**config.mk**
```make
export PLATFORM = sky130hd
export DESIGN_NAME = reflet_7seg_scanner
export DESIGN_NICKNAME = d
export VERILOG_FILES = /design/src/rtl/reflet_7seg_scanner.sv
export SDC_FILE = /design/constraint.sdc
export NUM_CORES = 1
export LEC_CHECK = 0
export ABC_AREA = 1
export CORE_MARGIN = 10
export CORE_UTILIZATION = 45
export CTS_CLUSTER_DIAMETER = 60
export DETAILED_ROUTE_END_ITERATION = 7
export PLACE_DENSITY = 0.72
export SLEW_MARGIN = 20
export SYNTH_ARGS = -nofsm -noshare
export SYNTH_HDL_FRONTEND = slang
export SYNTH_SLANG_ARGS = --single-unit
```
**constraint.sdc**
```tcl
create_clock -name clk -period 3.4 [get_ports clk]
set_clock_uncertainty 0.2 [all_clocks]
set_input_delay 0.68 -clock clk [delete_from_list [all_inputs] [get_ports clk]]
set_output_delay 0.68 -clock clk [all_outputs]
set_load 0.005 [all_outputs]
```
**src/rtl/reflet_7seg_scanner.sv**
```systemverilog
`timescale 1ns/1ps
// Purpose: digit-multiplexing scan scheduler for a 4-digit seven-segment display.
// Latency: display outputs are registered, one cycle behind counter/active-buffer state.
// Backpressure: none; load is always accepted, content commits only at frame boundaries.
//
// Ports:
//   clk, reset      rising-edge clock, synchronous active-high reset
//   enable          scan enable; low blanks the display and clears the counters
//   period          sub-step length minus 1 in clk cycles (live)
//   brightness      lit sub-steps per digit slot, 0..15 (live)
//   load            strobe capturing num/dots/using_colon into the pending buffer
//   num, dots, using_colon  display content (digit k = num[4k+3:4k])
//   pending         pending buffer holds uncommitted data
//   frame_done      one-cycle pulse after each frame boundary
//   segments        active-low {G,F,E,D,C,B,A}
//   selection       one-hot active-high digit select
//   dot, colon      active-low decimal point and colon
module reflet_7seg_scanner #(
  parameter int prescale_width = 16
) (
  input  logic                      clk,
  input  logic                      reset,
  input  logic                      enable,
  input  logic [prescale_width-1:0] period,
  input  logic [3:0]                brightness,
  input  logic                      load,
  input  logic [15:0]               num,
  input  logic [3:0]                dots,
  input  logic                      using_colon,
  output logic                      pending,
  output logic                      frame_done,
  output logic [6:0]                segments,
  output logic [3:0]                selection,
  output logic                      dot,
  output logic                      colon
);

  typedef enum logic {IDLE, SCAN} state_t;

  state_t                    state;
  logic [prescale_width-1:0] pre;
  logic [3:0]                sub;
  logic [1:0]                digit;

  logic [15:0] active_num;
  logic [3:0]  active_dots;
  logic        active_colon;
  logic [15:0] pend_num;
  logic [3:0]  pend_dots;
  logic        pend_colon;

  logic       sub_end;
  logic       frame_end;
  logic       commit;
  logic       lit;
  logic [3:0] nibble;

  // Active-low hex decode, {G,F,E,D,C,B,A}.
  function automatic logic [6:0] hex_to_seg(input logic [3:0] n);
    case (n)
      4'h0:    hex_to_seg = 7'b1000000;
      4'h1:    hex_to_seg = 7'b1111001;
      4'h2:    hex_to_seg = 7'b0100100;
      4'h3:    hex_to_seg = 7'b0110000;
      4'h4:    hex_to_seg = 7'b0011001;
      4'h5:    hex_to_seg = 7'b0010010;
      4'h6:    hex_to_seg = 7'b0000010;
      4'h7:    hex_to_seg = 7'b1111000;
      4'h8:    hex_to_seg = 7'b0000000;
      4'h9:    hex_to_seg = 7'b0010000;
      4'hA:    hex_to_seg = 7'b0001000;
      4'hB:    hex_to_seg = 7'b0000011;
      4'hC:    hex_to_seg = 7'b1000110;
      4'hD:    hex_to_seg = 7'b0100001;
      4'hE:    hex_to_seg = 7'b0000110;
      default: hex_to_seg = 7'b0001110;
    endcase
  endfunction

  // >= rather than == so that shrinking period mid-slot wraps at once
  // instead of running pre all the way round.
  assign sub_end   = (pre >= period);
  assign frame_end = enable && sub_end && (sub == 4'hF) && (digit == 2'd3);
  // In IDLE there is no frame to tear, so pending data goes straight through.
  // state lags enable by one cycle, which delays that commit by one cycle
  // after enable falls.
  assign commit    = frame_end || ((state == IDLE) && pending);
  // Sub-step 0 is always dark: dead time between digits against ghosting.
  assign lit       = enable && (sub != 4'd0) && (sub <= brightness);
  assign nibble    = active_num[{digit, 2'b00} +: 4];

  always_ff @(posedge clk) begin
    if (reset) begin
      state        <= IDLE;
      pre          <= '0;
      sub          <= '0;
      digit        <= '0;
      active_num   <= '0;
      active_dots  <= '0;
      active_colon <= 1'b0;
      pend_num     <= '0;
      pend_dots    <= '0;
      pend_colon   <= 1'b0;
      pending      <= 1'b0;
      frame_done   <= 1'b0;
      segments     <= 7'h7F;
      selection    <= 4'b0000;
      dot          <= 1'b1;
      colon        <= 1'b1;
    end else begin
      state <= enable ? SCAN : IDLE;

      if (!enable) begin
        pre   <= '0;
        sub   <= '0;
        digit <= '0;
      end else if (sub_end) begin
        pre <= '0;
        sub <= sub + 4'd1;
        if (sub == 4'hF) begin
          digit <= digit + 2'd1;
        end
      end else begin
        pre <= pre + 1'b1;
      end

      // A load landing on the commit cycle bypasses the pending buffer.
      if (load && commit) begin
        active_num   <= num;
        active_dots  <= dots;
        active_colon <= using_colon;
        pending      <= 1'b0;
      end else if (load) begin
        pend_num   <= num;
        pend_dots  <= dots;
        pend_colon <= using_colon;
        pending    <= 1'b1;
      end else if (commit) begin
        active_num   <= pend_num;
        active_dots  <= pend_dots;
        active_colon <= pend_colon;
        pending      <= 1'b0;
      end

      frame_done <= frame_end;

      if (lit) begin
        selection <= 4'b0001 << digit;
        segments  <= hex_to_seg(nibble);
        dot       <= !active_dots[digit];
      end else begin
        selection <= 4'b0000;
        segments  <= 7'h7F;
        dot       <= 1'b1;
      end

      // Colon ignores brightness and dead time.
      colon <= enable ? !active_colon : 1'b1;
    end
  end

endmodule

```
# Word level (Yosys, flattened, before mapping)
# Memory sizes are Yosys's and may differ from the RTL's. A register that Yosys moved wholly into a read port is not among the register bits.
# Cells that the tools add are included.
[classes]
mux = 14
div = 0
order_cmp = 3
n_reduce_logical = 20
n_eq_ne = 3
bitwise = 4
n_addsub = 3
shift = 2
multipliers = 0
[op_table]
columns = ["cell", "count"]
rows = [
  ["16-bit two-way mux", 3],
  ["16-bit by 1-bit adder with 16-bit output, second input constant", 1],
  ["16-bit >= comparator", 1],
  ["16-bit by 5-bit indexed part select with 4-bit output", 1],
  ["4-bit two-way mux", 3],
  ["1-bit logical AND", 7],
  ["1-bit two-way mux", 7],
  ["2-bit AND reduction", 3],
  ["2-bit OR reduction", 3],
  ["4-bit by 1-bit adder with 4-bit output, second input constant", 1],
  ["4-bit equality test, second input constant", 1],
  ["4-bit <= comparator", 1],
  ["1-bit NOT", 4],
  ["2-bit nonzero test", 2],
  ["4-bit nonzero test", 1],
  ["1-bit by 2-bit left shift with 4-bit output, first input constant", 1],
  ["2-bit by 3-bit less-than comparator with 1-bit output, second input constant", 1],
  ["3-bit OR reduction", 1],
  ["2-bit by 1-bit adder with 2-bit output, second input constant", 1],
  ["1-bit binary-select mux with 2-bit select", 1],
  ["2-bit equality test, second input constant", 1],
  ["1-bit logical NOT", 2],
  ["2-bit by 1-bit != test with 1-bit output, second input constant", 1],
  ["1-bit logical OR", 1],
]
[word_totals]
ram_bits = 0
ff_bits = 73
inputBits = 45
wordCells = 65
mem_bits_ro = 112
latchBits = 0
n_memories = 1
[mem_list]
columns = ["memory", "depth", "width", "read_ports", "rd_ports_with_merged_regs", "wr", "line", "text"]
rows = [
  ["(no name shown)", 16, 7, 1, 1, 0, "60", "case (n)"],
]

# Logic depth before layout (Yosys ltp)
[depth]
depth_word = 8
depth_mapped = 17

# Worst setup path after synthesis
# OpenSTA, ideal clock, no wires.
[synth_timing]
path_kind = "input to register"
from = "in period[3]"
to = "reg pend_dots[0]"
t_required_ns = 3.086
path_buffers = 1
path_slack_ns = 1.116
cell_stages = 15
arrival_time_ns = 1.970
path_cell_list = "inv_1 ha_1 nand2_1 nor2_1 nor2_1 nand2_1 nand2_1 nand2_1 nand2_2 nand2_4 nand3_4 nand3_4 buf_6 nor2_1 nor2_2"
[synth_between]
elab_chain_len = 8
[synth_lines]
columns = ["item", "line", "text"]
rows = [
  ["start: declaration", "24", "input logic [prescale_width-1:0] period,"],
  ["16-bit >= comparator", "82", "assign sub_end = (pre >= period);"],
  ["1-bit logical AND (3 in a row)", "83", "assign frame_end = enable && sub_end && (sub == 4'hF) && (digit == 2'd3);"],
  ["1-bit logical OR", "87", "assign commit = frame_end || ((state == IDLE) && pending);"],
  ["1-bit logical AND", "128", "if (load && commit) begin"],
  ["1-bit NOT (no source line)", "n/a", ""],
  ["2-bit AND reduction (no source line)", "n/a", ""],
  ["end signal: assignment", "135", "pend_dots <= dots;"],
  ["end: declaration", "49", "logic [3:0] pend_dots;"],
]
# No other way between the ends.
# A chain may end at the register's enable or synchronous reset.

# Final worst setup path
[layout_timing]
from = "in period[3]"
to = "reg pend_num[2]"
[layout_between]
elab_chain_len = 8
[layout_lines]
columns = ["item", "line", "text"]
rows = [
  ["16-bit >= comparator", "82", ""],
  ["1-bit logical AND (3 in a row)", "83", ""],
  ["1-bit logical OR", "87", ""],
  ["1-bit logical AND", "128", ""],
  ["1-bit NOT (no source line)", "n/a", ""],
  ["2-bit AND reduction (no source line)", "n/a", ""],
  ["end signal: assignment", "134", "pend_num <= num;"],
  ["end: declaration", "48", "logic [15:0] pend_num;"],
]
# No other way between the ends.

==> run metrics <==
outcome=finished, final reports clean; area added between synthesis and finish=19.6%; data arrival time of the critical path=between 2000 and 3000 ps; leakage power summed over all cells=between 2 and 2.5 nW; Reg power frac=49.2%; insertion delay of the later-clocked pin in the worst-skew pair=~340 ps; power per unit of standard cell area=397 nW/um^2; crit start category=input port; sequential area share after synthesis=approximately 37%; max-cap check violation count=0; largest voltage drop on the vdd net=approximately 180 uV; number of buffers inserted by hold repair at cts=0; via-per-instance ratio=approximately 4.7; Max Slew Vio Count=0; maximum count of clock buffers along a single path=2; Sink Count=80; Total Routing Usage GR=around an eighth; fraction of layout cells with a size suffix above 1=about 12%; Worst-Margin Slew=815 ps; type of the most critical hold path=flip-flop to flip-flop; worst-case headroom to the max-slew limit=45.7%; Chip Height=between 100 and 150 um; switch share=25.3%; floorplan core area=about 9200 um^2; number of placed I/O pins=60; clock-pin slew reported for the worst setup and hold paths after clock tree synthesis=80 ps; post-route setup TNS=0 ps; ratio of final minimum period to clock period=roughly four fifths; number of unique standard cell types used by synthesis=38; slack of the critical path=between 600 and 700 ps; count of input and output buffers=59; antenna violations before repair=0; DIE WIDTH=118 um; CTS tree=built; wire per inst=~12 um; DRC marker count from the first detailed-route iteration=roughly 210; cell row count=35; number of instances in the synthesized netlist=just under 600; drt pass-1 iters=4; critical path start-end classification=input port to flip-flop; internal power consumption=approximately 1.5 mW; antenna fix cells=0; relative contribution of the clock network to total power=~37%; PostCTS Resize Cnt=0; final-report setup violation count=0; required arrival time at the worst endpoint=roughly 3500 ps; half-perimeter wire length after placement=between 6000 and 7000 um; number of global-route vias before repair=3549; FILL cells=approximately 890; Placement Cell Area=4900 um^2; net count after synthesis=between 600 and 700; Clock Root Buffer=sky130_fd_sc_hd__clkbuf_8; placement-stage worst setup slack=about 310 ps; via count of the routed design=approximately 3600; biggest area consumer among synthesized cells=sky130_fd_sc_hd__dfxtp_1; Hold Fails Final Rpt=0; CTS buffer count=9; area share of the leading cell type in the synthesized netlist=a little under two fifths; RD Place Congestion=between 0.8 and 0.9; RSZ-0062 raised after global routing=no; post-route minimum period=2710 ps; initial standard-cell utilization of the core=a little under half; level count of the clock H-tree=3; synthesis-stage register bit count=80; worst hold slack=about 230 ps; type of destination of the critical path=flip-flop; logic gate share of total power=roughly 14%; pin count of the biggest net entering global routing=44; number of nets at the end of the flow=around 700; Worst Path Max Fanout=22; Final ANT Viol Nets=0; Total Die Area=about 14000 um^2; average cell area after synthesis=7.34 um^2; sum of routed wire length over all layers=approximately 9000 um; Switching Power=~500 uW; wire length of the first global-routing pass=approximately 16000 um; netlist area before placement=4280 um^2; number of warnings reported in the yosys synthesis log=0; Area contributors post-synth=sky130_fd_sc_hd__dfxtp_1 37%, sky130_fd_sc_hd__nand2_1 9.0%, sky130_fd_sc_hd__ha_1 8.8%, sky130_fd_sc_hd__nor2_1 8.2%, sky130_fd_sc_hd__o21ai_0 6.7%; remaining global-route overflow=0; Peak Freq=about 370 MHz; Design Area, Final=just over 5000 um^2; Setup Fix Bufs, Post-CTS=0; DR DRC count=0
placed cells by master, fill, tap and decap left out, types with 2 or more instances in the layout:
cell type                         instances
sky130_fd_sc_hd__nand3_4                  2
sky130_fd_sc_hd__nand2_1                103
sky130_fd_sc_hd__o21ai_1                  2
sky130_fd_sc_hd__nand2_4                  2
sky130_fd_sc_hd__xor2_1                   4
sky130_fd_sc_hd__o211ai_1                 3
sky130_fd_sc_hd__inv_1                   67
sky130_fd_sc_hd__nor2_2                  21
sky130_fd_sc_hd__clkbuf_1                 2
sky130_fd_sc_hd__a31oi_1                  2
sky130_fd_sc_hd__bufinv_16                2
sky130_fd_sc_hd__xnor2_1                  2
sky130_fd_sc_hd__dfxtp_1                 80
sky130_fd_sc_hd__nor3b_1                  3
sky130_fd_sc_hd__nor2_1                  94
sky130_fd_sc_hd__clkdlybuf4s50_1         59
sky130_fd_sc_hd__nand4_1                  2
sky130_fd_sc_hd__ha_1                    30
sky130_fd_sc_hd__nand2_2                 22
sky130_fd_sc_hd__clkbuf_8                 9
sky130_fd_sc_hd__o21ai_0                 57
sky130_fd_sc_hd__nor3b_2                  2
sky130_fd_sc_hd__inv_2                    6
sky130_fd_sc_hd__nand3_1                 18
sky130_fd_sc_hd__buf_4                    5
sky130_fd_sc_hd__a21oi_1                 18
sky130_fd_sc_hd__nor3_1                  11
sky130_fd_sc_hd__o311ai_0                 2
sky130_fd_sc_hd__a32oi_1                  2
critical path: stages:
cell	delay [ps]
sky130_fd_sc_hd__clkdlybuf4s50_1	450
sky130_fd_sc_hd__inv_1	40
sky130_fd_sc_hd__ha_1	300
sky130_fd_sc_hd__nand2_1	90
sky130_fd_sc_hd__nor2_1	50
sky130_fd_sc_hd__nor2_1	80
sky130_fd_sc_hd__nand2_1	60
sky130_fd_sc_hd__nand2_1	50
sky130_fd_sc_hd__nand2_1	70
sky130_fd_sc_hd__nand2_2	80
sky130_fd_sc_hd__nand2_4	80
sky130_fd_sc_hd__nand3_4	100
sky130_fd_sc_hd__nand3_4	210
sky130_fd_sc_hd__buf_12	240
sky130_fd_sc_hd__nor2_1	120
sky130_fd_sc_hd__nor2_2	50
final timing paths:
path                                                 from                        to  slack (ps)  depth (start not counted)
worst min-delay path            active_colon$_SDFFE_PP0P_          colon$_SDFF_PP1_         230                          1
worst min register to register  active_colon$_SDFFE_PP0P_          colon$_SDFF_PP1_         230                          1
worst max-delay path                            period[3]  pend_num[2]$_SDFFE_PP0P_         690                         16
worst max register to register      digit[0]$_SDFFE_PP0P_    segments[3]$_SDFF_PP1_         890                          8
state kept, by name (all words and copies together) (netlist names):
signal        cells
dot               1
pend_dots         4
selection         4
segments          7
state             1
active_colon      1
active_dots       4
pre              16
pend_colon        1
active_num       16
pending           1
sub               4
digit             2
frame_done        1
colon             1
pend_num         16
power groups by stage:
stage | clock network, mW | registers (mW) | logic (mW)
after CTS | 0.774 | 1.00 | 0.282
after floorplan | 0 | 1.01 | 0.200
after global routing | 0.816 | 1.00 | 0.323
final | 0.751 | 0.999 | 0.280
after detailed placement | 0 | 1.02 | 0.279
after global placement | 0 | 1.02 | 0.271
Yosys cell counts (all sizes together):
library cell,instances
clkinv,1
nand3,20
xnor2,2
o211ai,3
nor3b,5
nand2,127
nor4,1
a32oi,2
xor2,4
nand4,2
ha,30
o311ai,2
o21ai,59
a31oi,2
inv,74
dfxtp,80
o21a,1
nor3,13
nor2,115
buf,14
clkbuf,7
a21oi,19
final cells by class:
cell class                 instances  area, um^2  share of cell area [%]
sequential                        80        1600                    31.3
inverter                          75         284                    5.55
clock inverter                     5        81.3                    1.59
multi-input combinational        407        2210                    43.2
clock buffer                      11         131                    2.57
timing repair buffer              65         648                    12.7
tap                              129         161                    3.15
metrics by stage:
step	std cells	util [%]	total power, mW
floorplan	583	-	1.21
global placement	756	53.1	1.29
detailed placement	756	53.1	1.30
CTS	772	55.4	2.06
global route	772	55.4	2.14
finish	772	55.4	2.03
kinds of logic after synthesis:
group / after synthesis / synth area share [%]
xor+xnor: 6 / 1.23
simple gates: 283 / 30.6
buf+inv: 96 / 10.9
fa+ha+maj: 30 / 8.77
flops: 80 / 37.4
compound gates: 88 / 11.0
layer usage:
metal	wire length, um	global-route usage, %	vias to the layer above
met4	121	4.79	0
met2	4090	21.4	77
met5	0	0	-
li1	-	-	1950
met1	4390	16.1	1589
met3	380	3.98	9
No activity file was read; power rests on OpenSTA's default activity.
